==> config.mk <==
export PLATFORM = sky130hd
export DESIGN_NAME = calc_engine
export DESIGN_NICKNAME = d
export VERILOG_FILES = /design/src/rtl/calc_pkg.sv /design/src/rtl/seq_divider.sv /design/src/rtl/calc_engine.sv
export SDC_FILE = /design/constraint.sdc
export NUM_CORES = 1
export LEC_CHECK = 0
export CAP_MARGIN = 5
export CORE_MARGIN = 1
export CORE_UTILIZATION = 50
export CTS_CLUSTER_SIZE = 25
export DETAILED_ROUTE_END_ITERATION = 12
export PLACE_DENSITY = 0.67
export SLEW_MARGIN = 25
export SYNTH_ARGS = -nofsm -noshare
export SYNTH_HDL_FRONTEND = slang
export SYNTH_SLANG_ARGS = --single-unit
==> constraint.sdc <==
create_clock -name clk -period 7.3 [get_ports clk]
set_input_delay 1.095 -clock clk [delete_from_list [all_inputs] [get_ports clk]]
set_output_delay 1.095 -clock clk [all_outputs]
set_load 0.02 [all_outputs]
==> src/rtl/calc_pkg.sv <==
// calc_pkg: shared operator/state encodings for the calculator engine.
package calc_pkg;
    localparam int OP_W = 3;

    typedef enum logic [OP_W-1:0] {
        OP_NONE = 3'd0,
        OP_ADD  = 3'd1,
        OP_SUB  = 3'd2,
        OP_DIV  = 3'd3,
        OP_MUL  = 3'd4,
        OP_EQ   = 3'd5
    } op_t;

    typedef enum logic [1:0] {
        S_IDLE,
        S_EXEC,
        S_DIV_WAIT,
        S_ERROR
    } state_t;

    function automatic logic is_op(input logic [OP_W-1:0] code);
        return (code >= 3'd1) && (code <= 3'd5);
    endfunction
endpackage

==> src/rtl/seq_divider.sv <==
// seq_divider: restoring unsigned divider, one quotient bit per cycle.
// The first bit is resolved on the start edge, so done pulses WIDTH edges after start.
module seq_divider #(
    parameter int WIDTH = 10
) (
    input  logic             clk,
    input  logic             clr,
    input  logic             start,
    input  logic [WIDTH-1:0] dividend,
    input  logic [WIDTH-1:0] divisor,
    output logic             busy,
    output logic             done,
    output logic [WIDTH-1:0] quotient,
    output logic [WIDTH-1:0] remainder
);
    localparam int CW = $clog2(WIDTH + 1);

    logic [WIDTH-1:0] rem_q, quo_q, dvs_q;
    logic [CW-1:0]    cnt_q, cnt_d;
    logic             done_q;
    logic [WIDTH-1:0] src_r, src_q, src_d;
    logic [WIDTH:0]   trial, rem_next;
    logic             ge, step;

    always_comb begin
        src_r    = start ? '0 : rem_q;
        src_q    = start ? dividend : quo_q;
        src_d    = start ? divisor : dvs_q;
        trial    = {src_r, src_q[WIDTH-1]};
        ge       = trial >= {1'b0, src_d};
        rem_next = ge ? trial - {1'b0, src_d} : trial;
        step     = start || (cnt_q != '0);
        cnt_d    = start ? CW'(WIDTH - 1) : (cnt_q != '0 ? cnt_q - 1'b1 : '0);
    end

    always_ff @(posedge clk) begin
        if (clr) begin
            rem_q  <= '0;
            quo_q  <= '0;
            dvs_q  <= '0;
            cnt_q  <= '0;
            done_q <= 1'b0;
        end else begin
            cnt_q  <= cnt_d;
            done_q <= step && (cnt_d == '0);
            if (step) begin
                rem_q <= rem_next[WIDTH-1:0];
                quo_q <= {src_q[WIDTH-2:0], ge};
                dvs_q <= src_d;
            end
        end
    end

    assign busy      = cnt_q != '0;
    assign done      = done_q;
    assign quotient  = quo_q;
    assign remainder = rem_q;
endmodule

==> src/rtl/calc_engine.sv <==
// calc_engine: accumulator-based chained calculator with sticky overflow and
// divide-by-zero lockout; results reach disp_val one cycle after acc commits.
module calc_engine #(
    parameter int WIDTH = 10,
    parameter int OP_W  = calc_pkg::OP_W
) (
    input  logic             clk,
    input  logic             clr,
    input  logic             num_valid,
    input  logic [WIDTH-1:0] num_in,
    input  logic             op_valid,
    input  logic [OP_W-1:0]  op_in,
    output logic [WIDTH-1:0] disp_val,
    output logic             result_valid,
    output logic             busy,
    output logic             ovf,
    output logic             err
);
    import calc_pkg::*;

    state_t           state_q, state_d;
    logic [WIDTH-1:0] acc_q, acc_d, entry_q, entry_d, disp_q, disp_d;
    op_t              pend_q, pend_d, cur_q, cur_d;
    logic             ovf_q, ovf_d, rv_q, rv_d, upd_q, upd_d;
    logic [WIDTH:0]   sum, diff;
    logic [2*WIDTH-1:0] prod;
    logic [WIDTH-1:0] alu_val, res;
    logic             alu_ovf, in_idle, op_take, div_start, div_done, commit;
    logic [WIDTH-1:0] div_quo, div_rem_unused;
    logic             div_busy_unused;

    seq_divider #(.WIDTH(WIDTH)) u_div (
        .clk      (clk),
        .clr      (clr),
        .start    (div_start),
        .dividend (acc_q),
        .divisor  (entry_q),
        .busy     (div_busy_unused),
        .done     (div_done),
        .quotient (div_quo),
        .remainder(div_rem_unused)
    );

    always_ff @(posedge clk) begin
        if (clr) state_q <= S_IDLE;
        else     state_q <= state_d;
    end

    always_comb begin
        state_d = state_q;
        case (state_q)
            S_IDLE:     state_d = op_take ? S_EXEC : S_IDLE;
            S_EXEC:     state_d = pend_q != OP_DIV ? S_IDLE : (entry_q == '0 ? S_ERROR : S_DIV_WAIT);
            S_DIV_WAIT: state_d = div_done ? S_IDLE : S_DIV_WAIT;
            default:    state_d = S_ERROR;
        endcase
    end

    always_comb begin
        in_idle      = state_q == S_IDLE;
        op_take      = in_idle && op_valid && is_op(op_in);
        busy         = (state_q == S_EXEC) || (state_q == S_DIV_WAIT);
        err          = state_q == S_ERROR;
        div_start    = (state_q == S_EXEC) && (pend_q == OP_DIV) && (entry_q != '0);
        commit       = ((state_q == S_EXEC) && (pend_q != OP_DIV)) || ((state_q == S_DIV_WAIT) && div_done);
        disp_val     = err ? '1 : disp_q;
        result_valid = rv_q;
        ovf          = ovf_q;
    end

    always_comb begin
        sum     = {1'b0, acc_q} + {1'b0, entry_q};
        diff    = {1'b0, acc_q} - {1'b0, entry_q};
        prod    = {{WIDTH{1'b0}}, acc_q} * {{WIDTH{1'b0}}, entry_q};
        alu_val = pend_q == OP_ADD ? sum[WIDTH-1:0] :
                  pend_q == OP_SUB ? diff[WIDTH-1:0] :
                  pend_q == OP_MUL ? prod[WIDTH-1:0] : entry_q;
        alu_ovf = pend_q == OP_ADD ? sum[WIDTH] :
                  pend_q == OP_SUB ? diff[WIDTH] :
                  pend_q == OP_MUL ? |prod[2*WIDTH-1:WIDTH] : 1'b0;
        res     = state_q == S_EXEC ? alu_val : div_quo;
    end

    // Simultaneous number+operator works because entry is written on the same edge that enters EXEC.
    always_comb begin
        acc_d   = acc_q;
        entry_d = entry_q;
        pend_d  = pend_q;
        cur_d   = cur_q;
        ovf_d   = ovf_q;
        upd_d   = commit;
        rv_d    = upd_q;
        disp_d  = upd_q ? acc_q : disp_q;
        if (in_idle && num_valid) begin
            entry_d = num_in;
            disp_d  = num_in;
        end
        if (op_take) cur_d = op_t'(op_in);
        if (commit) begin
            acc_d   = res;
            pend_d  = cur_q == OP_EQ ? OP_NONE : cur_q;
            entry_d = cur_q == OP_EQ ? res : entry_q;
            ovf_d   = ovf_q | ((state_q == S_EXEC) && alu_ovf);
        end
    end

    always_ff @(posedge clk) begin
        if (clr) begin
            acc_q   <= '0;
            entry_q <= '0;
            disp_q  <= '0;
            pend_q  <= OP_NONE;
            cur_q   <= OP_NONE;
            ovf_q   <= 1'b0;
            rv_q    <= 1'b0;
            upd_q   <= 1'b0;
        end else begin
            acc_q   <= acc_d;
            entry_q <= entry_d;
            disp_q  <= disp_d;
            pend_q  <= pend_d;
            cur_q   <= cur_d;
            ovf_q   <= ovf_d;
            rv_q    <= rv_d;
            upd_q   <= upd_d;
        end
    end
endmodule

### Word-level counts from Yosys, hierarchy flattened

Cells that the tools add are included.

| word-level totals | value |
|---|---|
| output and inout bits | 14 |
| input bits | 17 |
| bits in registers | 76 |

| operators by class | value |
|---|---|
| $lt $le $gt $ge | 3 |
| bitwise operators | 1 |
| eq/ne operators | 10 |
| multipliers | 1 |
| reductions and logical operators | 22 |
| multiplexer cells | 25 |
| $add $sub $neg | 4 |

Operators by type and width:

| kind | number |
|---|---|
| 2-to-1 mux 10 bit | 14 |
| multiplier 10 x 10 -> 20 bit | 1 |
| adder 10 x 10 -> 11 bit | 1 |
| greater-or-equal comparator 11 x 10 -> 1 bit | 1 |
| subtractor 10 x 10 -> 11 bit | 1 |
| logical AND 1 bit | 10 |
| logical NOT 10 bit | 1 |
| nonzero test 10 bit | 1 |
| OR reduction 10 bit | 1 |
| subtractor 10 bit | 1 |
| 2-to-1 mux 4 bit | 2 |
| == test 3 x 2 -> 1 bit, second input constant | 2 |
| == test 3 bit, second input constant | 2 |
| case mux 2 bit (3 select lines) | 1 |
| 2-to-1 mux 1 bit | 5 |
| == test 2 bit, second input constant | 2 |
| logical NOT 4 bit | 1 |
| 2-to-1 mux 2 bit | 2 |
| nonzero test 2 bit | 2 |
| nonzero test 4 bit | 1 |
| subtractor 4 x 1 -> 4 bit, second input constant | 1 |
| == test 3 x 1 -> 1 bit, second input constant | 1 |
| greater-or-equal comparator 3 x 1 -> 1 bit, second input constant | 1 |
| <= comparator 3 bit, second input constant | 1 |
| other kinds (8) | 10 |

### Longest topological paths before layout

| depth | value |
|---|---|
| word-level depth | 7 |
| depth in mapped cells | 20 |

### By module

Synthesis repeated with hierarchy kept, for this count alone.

| unflattened totals | value |
|---|---|
| cell total of the unflattened synthesis | 1028 |
| area total of the unflattened synthesis | 8560.7 µm² |

Modules (own cells, without submodules):

| module | area an instance (µm²) | cells an instance | times used |
|---|---|---|---|
| calc_engine | 6470.0 | 791 | 1 |
| seq_divider | 2090.8 | 237 | 1 |

### Least setup slack after synthesis

No wires, ideal clock.

| timing path | value |
|---|---|
| path kind | register to register |
| start point | register entry_q[9] |
| end point | register ovf_q (netlist: ovf) |
| data required time | 7168 ps |
| arrival | 5236 ps |
| stages on the path, launching flop included | 18 |
| slack | 1931 ps |
| cell sequence | dfxtp_1 clkbuf_1 nand2_1 fa_1 fa_1 fa_1 fa_1 inv_1 fa_1 ha_1 a21o_1 o21bai_1 a2111oi_0 o221ai_1 a21oi_1 nand4_1 nor4b_1 a31oi_1 |

| on the way | value |
|---|---|
| longest elaborated chain between the ends | 7 |
| elaborated cells on any way between the ends | 9 |
| classes of those cells | add/sub: 2; mul: 1; mux: 3; bitwise: 1; reduce/logical: 2 |

RTL lines:

| element | RTL line | RTL |
|---|---|---|
| from (decl) | calc_engine.sv:22 | `logic [WIDTH-1:0] acc_q, acc_d, entry_q, entry_d, disp_q, disp_d;` |
| from (signal assigned) | calc_engine.sv:119 | `entry_q <= entry_d;` |
| multiplier 10 x 10 -> 20 bit | calc_engine.sv:74 | `prod = {{WIDTH{1'b0}}, acc_q} * {{WIDTH{1'b0}}, entry_q};` |
| OR reduction 10 bit | calc_engine.sv:80 | `pend_q == OP_MUL ? \|prod[2*WIDTH-1:WIDTH] : 1'b0;` |
| 2-to-1 mux 1 bit | calc_engine.sv:80 |  |
| 2-to-1 mux 1 bit | calc_engine.sv:79 | `pend_q == OP_SUB ? diff[WIDTH] :` |
| 2-to-1 mux 1 bit * | calc_engine.sv:78 | `alu_ovf = pend_q == OP_ADD ? sum[WIDTH] :` |
| logical AND 1 bit * | calc_engine.sv:103 | `ovf_d = ovf_q \| ((state_q == S_EXEC) && alu_ovf);` |
| OR 1 bit * | calc_engine.sv:103 |  |
| to (signal assigned) | calc_engine.sv:123 | `ovf_q <= ovf_d;` |
| to (decl) | calc_engine.sv:24 | `logic ovf_q, ovf_d, rv_q, rv_d, upd_q, upd_d;` |

Every way passes the cells marked *; elsewhere a longest branch is shown, timed or not.
A chain may end at the register's enable or synchronous reset.

### Worst setup path after layout

| timing path | value |
|---|---|
| start point | register acc_q[5] |
| end point | register ovf_q (netlist: ovf) |

| on the way | value |
|---|---|
| longest elaborated chain between the ends | 7 |
| elaborated cells on any way between the ends | 9 |
| classes of those cells | add/sub: 2; mul: 1; mux: 3; bitwise: 1; reduce/logical: 2 |

RTL lines:

| element | RTL line | RTL |
|---|---|---|
| from (decl) | calc_engine.sv:22 |  |
| from (signal assigned) | calc_engine.sv:109 | `acc_q <= '0;` |
| from (signal assigned) | calc_engine.sv:118 | `acc_q <= acc_d;` |
| multiplier 10 x 10 -> 20 bit | calc_engine.sv:74 |  |
| OR reduction 10 bit | calc_engine.sv:80 |  |
| 2-to-1 mux 1 bit | calc_engine.sv:80 |  |
| 2-to-1 mux 1 bit | calc_engine.sv:79 |  |
| 2-to-1 mux 1 bit * | calc_engine.sv:78 |  |
| logical AND 1 bit * | calc_engine.sv:103 |  |
| OR 1 bit * | calc_engine.sv:103 |  |

Marked as above.

==> run_results.csv <==
group,metric,value,unit
clock_network,clock_latency,0.35,ns
detailed_routing,firstDrtPassIters,5,
detailed_routing,remaining_drc_errors,0,
sta,setup_viol_count_final,0,
detailed_routing,wl_per_cell,18.1,µm
synth,syn_inst,1024,
sta,fin_ws,1.32,ns
sta,rsz0062_at_grt,"no",
sta,hold_viol_final,0,
sta,fmaxAchievable,0.167,GHz
global_routing,grt_pass1_vias,6882,
synth,yosys.area_share.simple,21.1,%
pwr,power_switching,0.742,mW
pwr,pwr-share-seq,30.5,%
sta,slew_headroom,36.1,%
clock_network,post_cts_resized,0,
die,die_w,131,µm
clock_network,path_clk_slew,0.06,ns
worst_setup_path,startpoint_type,"register",
clock_network,cts_tree,"built",
clock_network,clk_path_buf_depth,2,
detailed_routing,ant_nets,0,
clock_network,cts.htree.levels,3,
clock_network,cts_setup_buffers,0,
synth,synth_area,0.00826,mm²
placement,port_buffers,30,
synth,post-synth-top-area-cell,"dfxtp_1",
clock_network,cts_root_buf,"clkbuf_16",
global_routing,grtUsageTotal,27.8,%
die,die_h,131,µm
synth,synth_compound_area_share,20.0,%
final_layout,final_cell_count_no_fill,1237,
synth,ys_ff_latch,76,
pwr,pwr-share-comb,44.7,%
die,rows,46,
placement,gp_congestion,0.912,
run_status,status,"complete, no violations",
pwr,switching_share,41.1,%
sta,setup_tns,0,ns
die,start_util,51.6,%
clock_network,hold_buffers,0,
final_layout,layout.nets,1190,
final_layout,diodes,0,
synth,synth_top_family_by_area,"adder cells",
synth,synth_edf_count,0,
die,core_area,0.0160,mm²
worst_setup_path,cp.arrival,6.20,ns
sta,worstMarginPinSlew,0.959,ns
global_routing,grt_antenna_before_repair,0,
clock_network,cts_sinks,76,
synth,avgSynthCellArea,8.07,µm²
detailed_routing,drt_wl_total,22400,µm
sta,period_share,82.0,%
pwr,p_leak,3.86,nW
synth,synth_mux_area_share,1.73,%
synth,yosysSeqAreaShare,18.4,%
pwr,ir_drop,0.000202,V
detailed_routing,wl_met1,10300,µm
placement,pre_cts_slack,1.41,ns
clock_network,cts_made_buffers,9,
die,io_pins,31,
synth,synthArstFlopShare,0,%
synth,synth_fp_nets,1197,
global_routing,grt_max_degree,78,
detailed_routing,dr.first_iter.drc_count,680,
worst_setup_path,cp.required,7.52,ns
detailed_routing,wl_met3,1400,µm
detailed_routing,dr_wl_met2,10100,µm
placement,placed_cells,1222,
synth,synth_area_leaders,"dfxtp_1 18%, fa_1 16%, ha_1 14%, nor2_1 5.4%, nand2_1 5.1%",
sta,clock_skew,0.00787,ns
worst_setup_path,setup.worst_path.end_class,"register",
worst_setup_path,critical_path_class,"reg2reg",
worst_hold_path,hold_path.class,"reg2reg",
pwr,p_clk_share,24.8,%
detailed_routing,viasPerCell,5.97,
synth,yosysWarnings,0,
global_routing,grt_overflow_total,0,
sta,min_period,5.98,ns
synth,synth.top_cell.area_share,18.4,%
synth,synth_top_flop_cell,"dfxtp_1",
detailed_routing,top_layer_used,"met4",
sta,maxSlewViolCount,0,
global_routing,grt_pass1_wl,36300,µm
worst_setup_path,crit_fanout,14,
placement,dp_hpwl,16700,µm
synth,synth_xor_area_share,2.12,%
job,cap_violations,0,
synth,synth_fa_ha_area_share,29.6,%
pwr,p_int,1.06,mW
pwr,powerDensity,202,mW/mm²
die,die_area,0.0170,mm²
synth,ys_types,73,
final_layout,area_growth,8.09,%
final_layout,drive_gt1_share,4.70,%
detailed_routing,vias,7386,
==> logic make-up (layout without fill, tap and decap cells) <==
kind of cell,Yosys count,count (layout)
buffers and inverters,145,142
multiplexers,14,14
AND/OR/NAND/NOR,370,370
flip-flops,76,76
AO/OA/AOI/OAI,242,242
adder cells (fa/ha/maj),157,157
XOR/XNOR,20,20
==> critical path: stages, from the launching register on <==
cell	delay, ns
dfxtp_1	0.68
ha_1	0.30
inv_1	0.12
fa_1	0.56
fa_1	0.44
fa_1	0.54
inv_1	0.05
fa_1	0.47
ha_1	0.31
ha_1	0.37
a21o_1	0.21
o21bai_1	0.21
a2111oi_0	0.62
o221ai_1	0.19
a21oi_1	0.22
nand4_1	0.12
nor4b_1	0.33
a31oi_1	0.11
==> power groups by stage <==
stage / sequential, mW / combinational [mW] / clock [mW]
2_1_floorplan: 0.508 / 0.679 / 0
3_3_place_gp: 0.554 / 0.795 / 0
3_5_place_dp: 0.556 / 0.801 / 0
4_1_cts: 0.547 / 0.806 / 0.457
5_1_grt: 0.558 / 0.910 / 0.473
6_report: 0.551 / 0.806 / 0.447
==> metrics by stage <==
step                cell area, µm²  utilization (%)  hold slack, ns  total power [mW]
detailed placement            8640             54.0           0.454              1.36
CTS                           8930             55.8           0.461              1.81
floorplan                     8260                -           0.437              1.19
finish                        8930             55.8           0.464              1.80
global placement              8640             54.0           0.450              1.35
global route                  8930             55.8           0.493              1.94
==> area by class of cell <==
class                           instances  area, µm²
Fill cell                            1581       7070
Multi-Input combinational cell        803       6160
Sequential cell                        76       1520
Timing Repair Buffer                   37        348
Inverter                               90        338
Tap cell                              216        270
Clock buffer                            9        225
Clock inverter                          6       65.1
==> Yosys cell counts, types with 11 or more instances <==
cell and number:
nand3_1 14, or2_2 11, a211oi_1 29, nor2b_1 13, nor3_1 26, clkbuf_1 42
inv_1 89, mux2i_1 12, dfxtp_1 76, fa_1 65, and2_1 34, o21ai_0 37
a21oi_1 55, ha_1 91, xnor2_1 14, nand2_1 113, a311oi_1 12, nor2_1 119
==> metal layers <==
layer,up-vias,track usage [%]
met3,39,5.09
li1,3540,-
met5,-,0
met2,254,43.1
met4,0,9.80
met1,3553,38.6
==> worst paths after layout <==
path | startpoint | end | slack, ns | depth (start not counted)
worst min-delay path | u_div.remainder[0] | u_div.remainder[0] | 0.46 | 2
worst max register to register | acc_q[5] | ovf | 1.32 | 17
worst min register to register | u_div.remainder[0] | u_div.remainder[0] | 0.46 | 2
worst max-delay path | acc_q[5] | ovf | 1.32 | 17
==> sequential cells by signal, summed over array words and instances, names as in the netlist, 3 cells and up <==
signal	count
pend_q	3
cur_q	3
u_div.quotient	10
u_div.remainder	10
acc_q	10
u_div.dvs_q	10
disp_q	10
entry_q	10
u_div.cnt_q	4
==> cells in the final DEF (no fill, tap or decap), drive strengths merged, types with 12 or more instances in the layout <==
master         netlist  final
nor2               119    119
nand2              113    113
ha                  91     91
inv                 89     90
dfxtp               76     76
fa                  65     65
a21oi               56     56
o21ai               39     39
and2                34     34
a211oi              30     30
clkdlybuf4s50        0     29
nor3                28     28
nand3               14     14
xnor2               14     14
nor2b               13     13
mux2i               12     12
a311oi              12     12
(Power assumes the default switching activity.)
